File: src/rtl/or1200_vlx_packer.sv
// or1200_vlx_packer: MSB-first VLC bit packer with 0xFF byte stuffing, byte FIFO and byte-store drain port.
// Flush pads the accumulator with 1s to a byte boundary and holds the CPU until everything has been stored.
module or1200_vlx_packer #(
  parameter int MAX_LEN = 16,
  parameter int ACC_W = 32,
  parameter int FIFO_DEPTH = 4,
  parameter bit STUFF_EN = 1'b1,
  parameter logic [31:0] ADDR_RESET = 32'h0,
  localparam int NB_W = $clog2(MAX_LEN + 1)
) (
  input  logic               clk_i,
  input  logic               rst_ni,
  input  logic               set_bit_op_i,
  input  logic [MAX_LEN-1:0] dat_i,
  input  logic [NB_W-1:0]    num_bits_i,
  input  logic               flush_i,
  input  logic               spr_cs_i,
  input  logic               spr_write_i,
  input  logic [1:0]         spr_addr_i,
  input  logic [31:0]        spr_dat_i,
  output logic [31:0]        spr_dat_o,
  output logic               stall_cpu_o,
  output logic               store_req_o,
  output logic [31:0]        store_addr_o,
  output logic [7:0]         store_dat_o,
  input  logic               store_ack_i
);
  localparam int CW = $clog2(ACC_W + 1);
  localparam int AW = $clog2(FIFO_DEPTH);

  typedef enum logic [1:0] {IDLE, PAD, DRAIN, DONE} state_t;

  state_t state, state_nx;
  logic [ACC_W-1:0] acc, ins;
  logic [CW-1:0] cnt, sh;
  logic [NB_W-1:0] n;
  logic [MAX_LEN-1:0] code;
  logic [2:0] p;
  logic [7:0] ext_byte, push_dat;
  logic [7:0] mem [FIFO_DEPTH];
  logic [AW:0] wp, rp, level;
  logic [31:0] addr, bytecnt;
  logic space_ok, accept, ext, push, pop, full, fifo_space, pend_zero, wr_addr, wr_cnt;

  assign n = (num_bits_i > NB_W'(MAX_LEN)) ? NB_W'(MAX_LEN) : num_bits_i;
  assign code = dat_i & ~({MAX_LEN{1'b1}} << n);
  assign space_ok = (CW'(ACC_W) - cnt) >= CW'(n);
  assign accept = set_bit_op_i & space_ok & (state == IDLE || state == DONE);
  assign p = 3'(4'd8 - {1'b0, cnt[2:0]});
  // Code insertion and flush padding share one shifter; the byte extracted in the same cycle is read pre-shift.
  assign sh = accept ? CW'(n) : (state == PAD) ? CW'(p) : '0;
  assign ins = accept ? ACC_W'(code) : (state == PAD) ? ACC_W'((9'd1 << p) - 9'd1) : '0;

  assign level = wp - rp;
  assign full = level == (AW + 1)'(FIFO_DEPTH);
  assign pop = store_req_o & store_ack_i;
  assign fifo_space = ~full | pop;
  assign ext = (cnt >= CW'(8)) & ~pend_zero & fifo_space;
  assign ext_byte = 8'(acc >> (cnt - CW'(8)));
  assign push = ext | (pend_zero & fifo_space);
  assign push_dat = pend_zero ? 8'h00 : ext_byte;

  assign wr_addr = spr_cs_i & spr_write_i & (spr_addr_i == 2'd0);
  assign wr_cnt = spr_cs_i & spr_write_i & (spr_addr_i == 2'd1);

  assign store_req_o = wp != rp;
  assign store_addr_o = addr;
  assign store_dat_o = mem[rp[AW-1:0]];
  assign stall_cpu_o = (set_bit_op_i & ~space_ok) | (flush_i & (state != DONE)) | (state == PAD) | (state == DRAIN);
  assign spr_dat_o = (spr_addr_i == 2'd0) ? addr :
                     (spr_addr_i == 2'd1) ? bytecnt :
                     (spr_addr_i == 2'd2) ? {16'b0, 8'(level), 1'b0, pend_zero, 6'(cnt)} : '0;

  always_comb begin
    state_nx = state;
    case (state)
      IDLE:    state_nx = (flush_i & ~set_bit_op_i) ? PAD : IDLE;
      PAD:     state_nx = DRAIN;
      DRAIN:   state_nx = (cnt == '0 && !pend_zero && !store_req_o) ? DONE : DRAIN;
      default: state_nx = IDLE;
    endcase
  end

  always_ff @(posedge clk_i or negedge rst_ni) begin
    if (!rst_ni) begin
      state <= IDLE;
      acc <= '0;
      cnt <= '0;
      wp <= '0;
      rp <= '0;
      pend_zero <= 1'b0;
      addr <= ADDR_RESET;
      bytecnt <= '0;
    end else if (wr_addr) begin
      state <= IDLE;
      acc <= '0;
      cnt <= '0;
      wp <= '0;
      rp <= '0;
      pend_zero <= 1'b0;
      addr <= spr_dat_i;
      bytecnt <= '0;
    end else begin
      state <= state_nx;
      acc <= (acc << sh) | ins;
      cnt <= cnt + sh - (ext ? CW'(8) : '0);
      if (push) wp <= wp + (AW + 1)'(1);
      if (pop) begin
        rp <= rp + (AW + 1)'(1);
        addr <= addr + 32'd1;
      end
      bytecnt <= wr_cnt ? '0 : bytecnt + 32'(pop);
      pend_zero <= pend_zero ? ~fifo_space : (ext & STUFF_EN & (ext_byte == 8'hFF));
    end
  end

  always_ff @(posedge clk_i) begin
    if (push & ~wr_addr) mem[wp[AW-1:0]] <= push_dat;
  end
endmodule
File: config.mk
export PLATFORM = sky130hd
export DESIGN_NAME = or1200_vlx_packer
export DESIGN_NICKNAME = d
export VERILOG_FILES = /design/src/rtl/or1200_vlx_packer.sv
export SDC_FILE = /design/constraint.sdc
export NUM_CORES = 1
export LEC_CHECK = 0
export CAP_MARGIN = 20
export CORE_ASPECT_RATIO = 2
export CORE_MARGIN = 4
export CORE_UTILIZATION = 45
export DETAILED_ROUTE_END_ITERATION = 7
export PLACE_DENSITY = 0.75
export SLEW_MARGIN = 25
export SYNTH_ARGS = -nofsm -noshare
export SYNTH_HDL_FRONTEND = slang
export SYNTH_SLANG_ARGS = --single-unit
File: constraint.sdc
create_clock -name clk_i -period 7.1 [get_ports clk_i]
set_clock_uncertainty 0.2 [all_clocks]
set_input_delay 1.42 -clock clk_i [delete_from_list [all_inputs] [get_ports clk_i]]
set_output_delay 1.42 -clock clk_i [all_outputs]
set_load 0.01 [all_outputs]
==> impl_metrics.json <==
{
  "routedWlPerCell_um": 22.99,
  "ys_async_sr_fraction_pct": 77.62,
  "slew_violations": 0,
  "tns_ps": 0,
  "area_growth_pct": 20.31,
  "place_ws_ps": 829.2,
  "pwr-share-comb_pct": 61.1,
  "grt_max_degree": 73,
  "switching_share_pct": 47.39,
  "fillers": 2224,
  "clk_pin_slew_ps": 70,
  "status": "completed",
  "ys_types": 78,
  "clockBufferDepth": 2,
  "worst_ep_required_time_ps": 5480,
  "synth_edf_count": 32,
  "io_pins": 136,
  "finalSetupViolations": 0,
  "clkPwrFrac_pct": 14.3,
  "grt_pass1_wl_um": 60620,
  "arrival_ps": 4630,
  "p_sw_uw": 3186,
  "worst_hold_path_type": "reg2reg",
  "drtPass1Iterations": 5,
  "antenna_found_initial": 1,
  "start_util_pct": 45.77,
  "hold_depth": 2,
  "avgSynthCellArea_sq_um": 8.668,
  "cts_hold_buf": 0,
  "overflow": 0,
  "cts_num_sinks": 143,
  "die_h_um": 231.4,
  "muxShareOfSynthArea_pct": 14.74,
  "power.leakage_uw": 0.005398,
  "whs_ps": 362.3,
  "worstMarginPinSlew_ps": 877.2,
  "cts.htree.levels": 4,
  "cts_setup_buffers": 0,
  "grt_use_total_pct": 28.70,
  "path_max_fanout": 11,
  "num_vias": 10661,
  "cts_tree": "built",
  "ff2ff_path_depth": 17,
  "synth_compound_area_share_pct": 16.68,
  "gp_congestion": 1.037,
  "row_count": 81,
  "drt_iter0_drc": 979,
  "dieWidth_um": 119.7,
  "ir_drop_mv": 0.3135,
  "drive_gt1_share_pct": 10.50,
  "cp.depth": 10,
  "yosys.area_share.simple_pct": 20.66,
  "synthXorXnorAreaFrac_pct": 6.075,
  "grt_pass1_vias": 10691,
  "synth_top_family_by_area": "simple AND/OR/NAND/NOR gates",
  "maxClockFrequency_ghz": 0.1599,
  "power.density_nw_per_um2": 497.8,
  "internal-power_uw": 3537,
  "crit_slowest_cell": "clkdlybuf4s50_1",
  "final_nets": 1493,
  "viasPerCell": 6.120,
  "synth_flop_cell": "dfrtp_1",
  "cts_resized": 0,
  "synth-adder-area-share_pct": 4.035,
  "min_period_over_period_pct": 88.09,
  "sequentialPowerShare_pct": 24.5,
  "syn-num-nets": 1392,
  "core_sq_um": 24530,
  "total_power_uw": 6723,
  "maxCapViolCount": 0,
  "drc_errors": 0,
  "crit_chain": "clkdlybuf4s50_1 > clkinv_1 > nand2_1 > inv_1 > ha_1 > nand2b_1 > a2111o_1 > a311o_2 > o21ai_0 > clkdlybuf4s50_1",
  "synthCells": 1295,
  "critPathKind": "in2out",
  "fin_ws_ps": 845.6,
  "syn-cell-area_sq_um": 11220,
  "numCtsBuffers": 17,
  "crit_top_cell": "clkdlybuf4s50_1",
  "yosys_warnings": 0,
  "max-slew-margin-rel_pct": 41.52,
  "period_needed_ps": 6254,
  "slowest_delay_ps": 650,
  "drt_wl_total_um": 40060,
  "hold_violations": 0,
  "cp_num_buf_inv": 4,
  "clock_latency_ps": 440,
  "startpoint_type": "primary input",
  "clockRootBuffer": "clkbuf_16",
  "endpoint_kind": "primary output",
  "ys_ff_latch": 143,
  "die-area_sq_um": 27690,
  "rsz0062_at_grt": "no",
  "yosysSeqAreaShare_pct": 33.31,
  "crit_family": "buffers and inverters",
  "final_antenna_net_count": 0,
  "utilization_pct": 55.06,
  "io_buffers": 135,
  "dp_hpwl_um": 29880
}
## cell usage after synthesis (all sizes together), types with 32 or more instances
cell / n / area share, %
nand3: 49 / 2.3
a21oi: 56 / 2.6
buf: 37 / 1.9
edfxtp: 32 / 8.6
nor2: 129 / 4.4
nand2: 218 / 7.4
dfrtp: 111 / 25
o21ai: 81 / 3.7
ha: 33 / 3.7
xor2: 48 / 3.8
mux2i: 97 / 8.7
clkbuf: 52 / 1.7
## cells by family after synthesis
logic type      Yosys count
fa+ha+maj                35
flops                   143
xor+xnor                 77
compound gates          279
mux                     135
simple gates            512
buf+inv                 114
## flip-flops by register name (all words and copies together), names as in the netlist
name,count
acc,32
store_addr_o,32
bytecnt,32
pend_zero,1
cnt,6
rp,3
mem,32
wp,3
state,2
## power by group through the flow
stage               combinational [uW]  sequential [uW]  clock (uW)
floorplan                         2840             1470           0
global route                      4440             1680        1010
CTS                               4050             1630         975
finish                            4110             1650         963
detailed placement                4020             1650           0
global placement                  3970             1630           0
## routing by layer
layer,part of all wire (%),track usage (%),vias up
met5,0,0,-
met1,33,28.08,5148
met3,5.5,5.299,161
met4,8.4,21.91,0
met2,53,52.48,478
li1,-,-,4874
## layout make-up
type                    count  area [sq um]  share of cell area, %
clock buffers              20         471.7                  3.493
diodes                      1         2.502                0.01853
flip-flops and latches    143          3740                  27.69
clock inverters            12         158.9                  1.177
multi-input cells        1038          6989                  51.76
repair buffers            171          1630                  12.07
well taps                 332         415.4                  3.076
inverters                  25         96.34                 0.7134
## tightest hold or removal path: cells and delay by family (launching register included)
kind	cells	cell delay, ps
xor+xnor	1	80
simple gates	1	70
flops	1	380
## cells in the final DEF (no fill, tap or decap), types with 5 or more instances in the layout
| cell type | count |
|---|---|
| a211oi_1 | 29 |
| a21oi_1 | 54 |
| a22o_1 | 6 |
| a22oi_1 | 5 |
| a311o_1 | 7 |
| a311oi_1 | 6 |
| a31oi_1 | 24 |
| and2_1 | 10 |
| and3_1 | 16 |
| buf_4 | 35 |
| clkbuf_16 | 18 |
| clkdlybuf4s50_1 | 133 |
| clkinv_4 | 5 |
| dfrtp_1 | 110 |
| edfxtp_1 | 32 |
| ha_1 | 33 |
| inv_1 | 21 |
| mux2_2 | 14 |
| mux2i_1 | 97 |
| mux4_2 | 22 |
| nand2_1 | 217 |
| nand2b_1 | 5 |
| nand3_1 | 46 |
| nand4_1 | 19 |
| nor2_1 | 124 |
| nor2_2 | 5 |
| nor2b_1 | 8 |
| nor3_1 | 26 |
| o211ai_1 | 8 |
| o21ai_0 | 79 |
| o22ai_1 | 17 |
| or3_1 | 15 |
| xnor2_1 | 29 |
| xor2_1 | 47 |
## metrics by stage
stage / instances / instance area, sq um
2_1_floorplan: 1295 / 11220
3_5_place_dp: 1708 / 12850
4_1_cts: 1740 / 13480
5_1_grt: 1742 / 13500
3_3_place_gp: 1708 / 12850
6_report: 1742 / 13500
## worst paths after layout
| check | slack (ps) | end | startpoint |
|---|---|---|---|
| worst max register to register | 2210 | acc[13] | cnt[0] |
| worst min-delay path | 360 | bytecnt[9] | bytecnt[9] |
| worst max-delay path | 850 | stall_cpu_o | num_bits_i[4] |
| min in group asynchronous | 810 | store_addr_o[15] | rst_ni |
| worst min register to register | 360 | bytecnt[9] | bytecnt[9] |
| max in group asynchronous | 4700 | cnt[0] | rst_ni |
(Power assumes the default switching activity.)
